**src/rtl/instr_fetch_unit_pkg.sv**
```systemverilog
`default_nettype none
// +----------------------------------------------------------------------+
// | instr_fetch_unit_pkg : shared widths, reset vector and FIFO entry    |
// | Revision: 1.0                                                        |
// +----------------------------------------------------------------------+
package instr_fetch_unit_pkg;

  localparam int C_INSTR_W = 16;
  localparam int C_ADDR_W  = 16;
  localparam logic [C_ADDR_W-1:0] C_RESET_VECTOR = 16'h0000;

  typedef struct packed {
    logic [C_ADDR_W-1:0]  pc;
    logic [C_INSTR_W-1:0] instr;
  } ifu_entry_t;

  function automatic logic [C_ADDR_W-1:0] next_pc(input logic [C_ADDR_W-1:0] pc);
    return pc + 16'd1;
  endfunction

endpackage
`default_nettype wire

```
**src/rtl/ifu_fifo.sv**
```systemverilog
`default_nettype none
// +----------------------------------------------------------------------+
// | ifu_fifo : synchronous prefetch FIFO of {pc, instr} entries          |
// | Revision: 1.0                                                        |
// +----------------------------------------------------------------------+
module ifu_fifo
  import instr_fetch_unit_pkg::*;
#(
  parameter int DEPTH_LOG2 = 2
) (
  input  logic                  i_clk,
  input  logic                  i_rst_n,
  input  logic                  i_push,
  input  ifu_entry_t            i_push_data,
  input  logic                  i_pop,
  input  logic                  i_flush,
  output logic [DEPTH_LOG2:0]   o_count,
  output ifu_entry_t            o_head
);

  localparam int                    C_DEPTH   = 1 << DEPTH_LOG2;
  localparam logic [DEPTH_LOG2-1:0] C_PTR_ONE = (DEPTH_LOG2)'(1);
  localparam logic [DEPTH_LOG2:0]   C_CNT_ONE = (DEPTH_LOG2+1)'(1);

  ifu_entry_t              r_mem [C_DEPTH];
  logic [DEPTH_LOG2-1:0]   r_wr_ptr;
  logic [DEPTH_LOG2-1:0]   r_rd_ptr;
  logic [DEPTH_LOG2:0]     r_count;
  logic                    w_pop;

  assign w_pop   = i_pop && (r_count != '0);
  assign o_count = r_count;
  assign o_head  = r_mem[r_rd_ptr];

  // Storage is cleared on reset so the head reads zero before the first fetch.
  always_ff @(posedge i_clk or negedge i_rst_n) begin
    if (!i_rst_n) begin
      r_wr_ptr <= '0;
      r_rd_ptr <= '0;
      r_count  <= '0;
      for (int i = 0; i < C_DEPTH; i++) begin
        r_mem[i] <= '0;
      end
    end else if (i_flush) begin
      r_wr_ptr <= '0;
      r_rd_ptr <= '0;
      r_count  <= '0;
    end else begin
      if (i_push) begin
        r_mem[r_wr_ptr] <= i_push_data;
        r_wr_ptr        <= r_wr_ptr + C_PTR_ONE;
      end
      if (w_pop) begin
        r_rd_ptr <= r_rd_ptr + C_PTR_ONE;
      end
      case ({i_push, w_pop})
        2'b10:   r_count <= r_count + C_CNT_ONE;
        2'b01:   r_count <= r_count - C_CNT_ONE;
        default: r_count <= r_count;
      endcase
    end
  end

endmodule
`default_nettype wire

```
**src/rtl/instr_fetch_unit.sv**
```systemverilog
`default_nettype none
// +----------------------------------------------------------------------+
// | instr_fetch_unit : PC, ROM issue/capture and prefetch FIFO handoff   |
// | Optional macro IFU_PERF_CNT_EN builds fetch/flush counters.          |
// | Revision: 1.0                                                        |
// +----------------------------------------------------------------------+
module instr_fetch_unit
  import instr_fetch_unit_pkg::*;
#(
  parameter logic [C_ADDR_W-1:0] RESET_VEC  = C_RESET_VECTOR,
  parameter int                  DEPTH_LOG2 = 2
) (
  input  logic                 i_clk,
  input  logic                 i_rst_n,
  output logic [C_ADDR_W-1:0]  o_rom_addr,
  input  logic [C_INSTR_W-1:0] i_rom_data,
  input  logic                 i_redirect,
  input  logic [C_ADDR_W-1:0]  i_redirect_addr,
  output logic                 o_valid,
  input  logic                 i_ready,
  output logic [C_INSTR_W-1:0] o_instr,
  output logic [C_ADDR_W-1:0]  o_instr_pc,
  output logic [15:0]          o_fetch_cnt,
  output logic [15:0]          o_flush_cnt
);

  localparam logic [DEPTH_LOG2+1:0] C_DEPTH = (DEPTH_LOG2+2)'(1 << DEPTH_LOG2);

  logic [C_ADDR_W-1:0]   r_pc;
  logic                  r_inflight;
  logic [C_ADDR_W-1:0]   r_inflight_pc;
  logic [DEPTH_LOG2:0]   w_count;
  logic [DEPTH_LOG2+1:0] w_used;
  logic                  w_issue;
  logic                  w_push;
  logic                  w_pop;
  ifu_entry_t            w_push_data;
  ifu_entry_t            w_head;

  // Credits count the inflight word so a capture can never find the FIFO full.
  assign w_used      = {1'b0, w_count} + {{(DEPTH_LOG2+1){1'b0}}, r_inflight};
  assign w_issue     = !i_redirect && (w_used < C_DEPTH);
  assign w_push      = r_inflight && !i_redirect;
  assign w_pop       = o_valid && i_ready;
  assign w_push_data = '{pc: r_inflight_pc, instr: i_rom_data};

  assign o_rom_addr  = r_pc;
  assign o_valid     = (w_count != '0);
  assign o_instr     = w_head.instr;
  assign o_instr_pc  = w_head.pc;

  always_ff @(posedge i_clk or negedge i_rst_n) begin
    if (!i_rst_n) begin
      r_pc          <= RESET_VEC;
      r_inflight    <= 1'b0;
      r_inflight_pc <= '0;
    end else if (i_redirect) begin
      r_pc          <= i_redirect_addr;
      r_inflight    <= 1'b0;
    end else if (w_issue) begin
      r_pc          <= next_pc(r_pc);
      r_inflight    <= 1'b1;
      r_inflight_pc <= r_pc;
    end else begin
      r_inflight    <= 1'b0;
    end
  end

  ifu_fifo #(
    .DEPTH_LOG2 (DEPTH_LOG2)
  ) u_fifo (
    .i_clk       (i_clk),
    .i_rst_n     (i_rst_n),
    .i_push      (w_push),
    .i_push_data (w_push_data),
    .i_pop       (w_pop),
    .i_flush     (i_redirect),
    .o_count     (w_count),
    .o_head      (w_head)
  );

`ifdef IFU_PERF_CNT_EN
  logic [15:0] r_fetch_cnt;
  logic [15:0] r_flush_cnt;
  logic [15:0] w_discard;

  // A same-cycle pop was accepted by the decoder, so it is not a discard.
  assign w_discard = 16'(w_count) + 16'(r_inflight) - 16'(w_pop);

  always_ff @(posedge i_clk or negedge i_rst_n) begin
    if (!i_rst_n) begin
      r_fetch_cnt <= '0;
      r_flush_cnt <= '0;
    end else begin
      if (w_push) begin
        r_fetch_cnt <= r_fetch_cnt + 16'd1;
      end
      if (i_redirect) begin
        r_flush_cnt <= r_flush_cnt + w_discard;
      end
    end
  end

  assign o_fetch_cnt = r_fetch_cnt;
  assign o_flush_cnt = r_flush_cnt;
`else
  assign o_fetch_cnt = 16'h0000;
  assign o_flush_cnt = 16'h0000;
`endif

endmodule
`default_nettype wire

```
**config.mk**
```make
export PLATFORM = sky130hd
export DESIGN_NAME = instr_fetch_unit
export DESIGN_NICKNAME = d
export VERILOG_FILES = /design/src/rtl/instr_fetch_unit_pkg.sv /design/src/rtl/ifu_fifo.sv /design/src/rtl/instr_fetch_unit.sv
export SDC_FILE = /design/constraint.sdc
export NUM_CORES = 1
export LEC_CHECK = 0
export BUFFER_PORTS_ARGS = -buffer_cell sky130_fd_sc_hd__buf_2
export CORE_UTILIZATION = 57
export DETAILED_ROUTE_END_ITERATION = 6
export PLACE_DENSITY_LB_ADDON = 0.2
export SLEW_MARGIN = 20
export SYNTH_ARGS = -nofsm -noshare
export SYNTH_HDL_FRONTEND = slang
export SYNTH_HIERARCHICAL = 1
export SYNTH_SLANG_ARGS = --single-unit
```
**constraint.sdc**
```tcl
create_clock -name i_clk -period 2.6 [get_ports i_clk]
set_input_delay 0.26 -clock i_clk [delete_from_list [all_inputs] [get_ports i_clk]]
set_output_delay 0.26 -clock i_clk [all_outputs]
set_load 0.005 [all_outputs]
```
==> results.sh <==
export IMPL_status="complete, no violations"
export IMPL_max_cap_violations=0
export IMPL_h_tree_depth=4
export IMPL_leakage_nw=4.24
export IMPL_nets=667
export IMPL_synth_area_leaders="dfrtp_1 53%, mux2_2 19%, mux4_2 9.0%, buf_4 3.1%, buf_6 2.0%"
export IMPL_worstPathArrival_ps=2800
export IMPL_whs_path_depth=3
export IMPL_dieArea_sq_um=14500
export IMPL_p_int_w=0.00562
export IMPL_power_switching_w=0.00183
export IMPL_design_area_sq_um=9030
export IMPL_r2r_cells=7
export IMPL_crit_path_end_kind="flop"
export IMPL_area_growth_pct=13.2
export IMPL_r2r_start="u_fifo/o_count[0]$_DFFE_PN0P_"
export IMPL_cts_buffers=17
export IMPL_grt_util_met3_pct=5.99
export IMPL_critPathLaunch="u_fifo/o_count[0]$_DFFE_PN0P_"
export IMPL_hold_end="o_rom_addr[13]$_DFFE_PN0P_"
export IMPL_placed_cell_area_sq_um=8390
export IMPL_drt_iter0_markers=350
export IMPL_clock_fmax_ghz=0.405
export IMPL_drive_above_1_share_pct=49.5
export IMPL_tightest_slew_ps=580
export IMPL_drt_pass1_iter_count=4
export IMPL_grt_antenna_before_repair=1
export IMPL_swShare_pct=24.6
export IMPL_worstSkewPairLatency_ps=420
export IMPL_peakVddDrop_uv=495
export IMPL_dieWidth_microns=120
export IMPL_min_period_over_period_pct=94.9
export IMPL_power_w=0.00745
export IMPL_powerDensity_nw_per_um2=825
export IMPL_synthTopCellsByCount="168 x dfrtp_1, 136 x mux2_2, 33 x buf_4, 32 x mux4_2, 19 x nand2_1"
export IMPL_grt_pass1_wl_mm=25.6
export IMPL_grt_max_degree=60
export IMPL_ys_seq_area_share_pct=52.7
export IMPL_initial_utilization_pct=59.3
export IMPL_yosysWarningCount=6
export IMPL_pwr_share_clk_pct=35.2
export IMPL_fp_dieH_microns=120
export IMPL_crit_path_start_kind="flop"
export IMPL_yosysMostFrequentCell="dfrtp_1"
export IMPL_vias_per_cell=5.68
export IMPL_ant_nets=0
export IMPL_busiest_layer="met2"
export IMPL_syn_avg_cell_area_sq_um=14.9
export IMPL_relSlewSlack_pct=61.3
export IMPL_drv_slew=0
export IMPL_rr_endpoint="u_fifo/o_count[1]$_DFFE_PN0P_"
export IMPL_dp_slack_ps=144
export IMPL_fin_cells=814
export IMPL_register_area_sq_um=4210
export IMPL_yosysTopAreaCellShare_pct=52.7
export IMPL_cts_root_buf="clkbuf_16"
export IMPL_drt_wl_total_mm=15.6
export IMPL_synth_edf_count=0
export IMPL_synthDistinctLibCells=51
export IMPL_grt_overflow=0
export IMPL_routedWlPerCell_microns=19.2
export IMPL_grt_pass1_vias=4918
export IMPL_hp_start="i_redirect_addr[13]"
export IMPL_finalHoldViolCount=0
export IMPL_ff2ff_setup_slack_ps=130
export IMPL_path_max_fanout=8
export IMPL_clockBufferDepth=2
export IMPL_cts_tree="done"
export IMPL_netlist_top_cell_by_area="dfrtp_1"
export IMPL_setup_viol=0
export IMPL_core_area_sq_um=13500
export IMPL_drc_errors=0
export IMPL_fin_crit_ps=2470
export IMPL_async_reset_ff_share_pct=100
export IMPL_grt_use_met2_pct=38.1
export IMPL_use_met1_pct=31.3
export IMPL_finalSetupTns_ps=0
export IMPL_rows=42
export IMPL_cts_sinks=168
export IMPL_seq_power_share_pct=46.4
export IMPL_port_buffers=84
export IMPL_hold_path_class="in2reg"
export IMPL_boundaryPins=117
export IMPL_track_usage_pct=23.6
export IMPL_fill_cells=1002
export IMPL_p_comb_share_pct=18.4
export IMPL_rsz0062_at_grt="no"
export IMPL_multiInputGateArea_sq_um=3410
export IMPL_synth_seq_cells=168
export IMPL_hpwl_mm=9.86
export IMPL_synthesis_area_sq_um=7980
export IMPL_dr_total_vias=4624
export IMPL_setup_slack_ps=131
export IMPL_place_gp_congestion=0.758
export IMPL_netlist_instances=537
export IMPL_finClkSkew_ps=8.05
export IMPL_crit_type="reg2reg"
export IMPL_ys_flop_type="dfrtp_1"
export IMPL_cts_clk_slew_worst_paths_ps=60
export IMPL_diodes=0
export IMPL_cp_required_ps=2930
export IMPL_placedCellCount=781
## power groups by stage
| stage | Sequential, W | Clock, W | Combinational [W] |
|---|---|---|---|
| floorplan | 0.00339 | 0 | 0.000959 |
| global placement | 0.00344 | 0 | 0.00132 |
| detailed placement | 0.00350 | 0 | 0.00137 |
| CTS | 0.00346 | 0.00268 | 0.00139 |
| global route | 0.00353 | 0.00280 | 0.00149 |
| finish | 0.00346 | 0.00262 | 0.00137 |
## cell usage in the layout (no fill, tap or decap), types with 8 or more instances in the layout
cell type	Yosys	final
mux4_2	32	32
nor2_1	14	14
mux2_1	8	8
buf_4	33	12
xnor2_1	13	13
o21ai_0	11	11
clkbuf_16	0	17
conb_1	1	32
nand2_1	19	19
mux2_2	136	136
dfrtp_1	168	167
buf_2	7	83
## layout make-up
cell class / instances / share of cell area (%)
clock buffers: 26 / 5.75
flip-flops and latches: 168 / 46.6
inverters: 6 / 0.249
repair buffers: 98 / 6.05
well taps: 176 / 2.44
clock inverters: 6 / 1.22
multi-input cells: 334 / 37.7
## what timing repair did
item,4_1_cts,5_1_grt
gates resized for setup,0,1
hold endpoints to repair,55,0
hold buffers,1,0
buffers inserted,0,0
setup endpoints to repair,0,1
## per-layer routing
layer  part of all wire, %  wire [microns]
met5                 0.064              10
met4                   1.2             182
met3                   4.0             628
met2                    51            7950
met1                    44            6880
## through the flow
| stage | hold WS [ps] | util (%) |
|---|---|---|
| after floorplan | -35.6 | - |
| after global placement | 260 | 62.3 |
| after detailed placement | 273 | 62.3 |
| after CTS | 25.6 | 67.1 |
| after global routing | 28.6 | 67.1 |
| final | 49.0 | 67.1 |
## worst max path at each step
stage                                    endpoint  slack [ps]
floorplan           u_fifo/o_count[1]$_DFFE_PN0P_         140
global placement    u_fifo/o_count[1]$_DFFE_PN0P_         220
detailed placement  u_fifo/o_count[1]$_DFFE_PN0P_         140
CTS                 u_fifo/o_count[1]$_DFFE_PN0P_         120
global route        u_fifo/o_count[1]$_DFFE_PN0P_          30
finish              u_fifo/o_count[1]$_DFFE_PN0P_         130
## registers in the layout, indices dropped and copies added (netlist names)
name / count
u_fifo/r_mem: 128
o_rom_addr: 16
r_inflight_pc: 16
u_fifo/o_count: 3
u_fifo/r_rd_ptr: 2
u_fifo/r_wr_ptr: 2
r_inflight: 1
## cell families after synthesis
logic type	after synthesis	synth area share [%]
compound gates	28	2.15
xor+xnor	16	1.76
fa+ha+maj	6	1.04
buf+inv	66	6.10
flops	168	52.7
mux	181	30.0
other cells	1	0.0470
simple gates	71	6.21
## critical path: stages (launching register included)
cell and delay, ps:
dfrtp_1 370, or3_1 380, and2_1 260, o31ai_2 150, nor2_1 100, fa_1 540
or3b_2 450, a31oi_1 140
(Power assumes the default switching activity.)
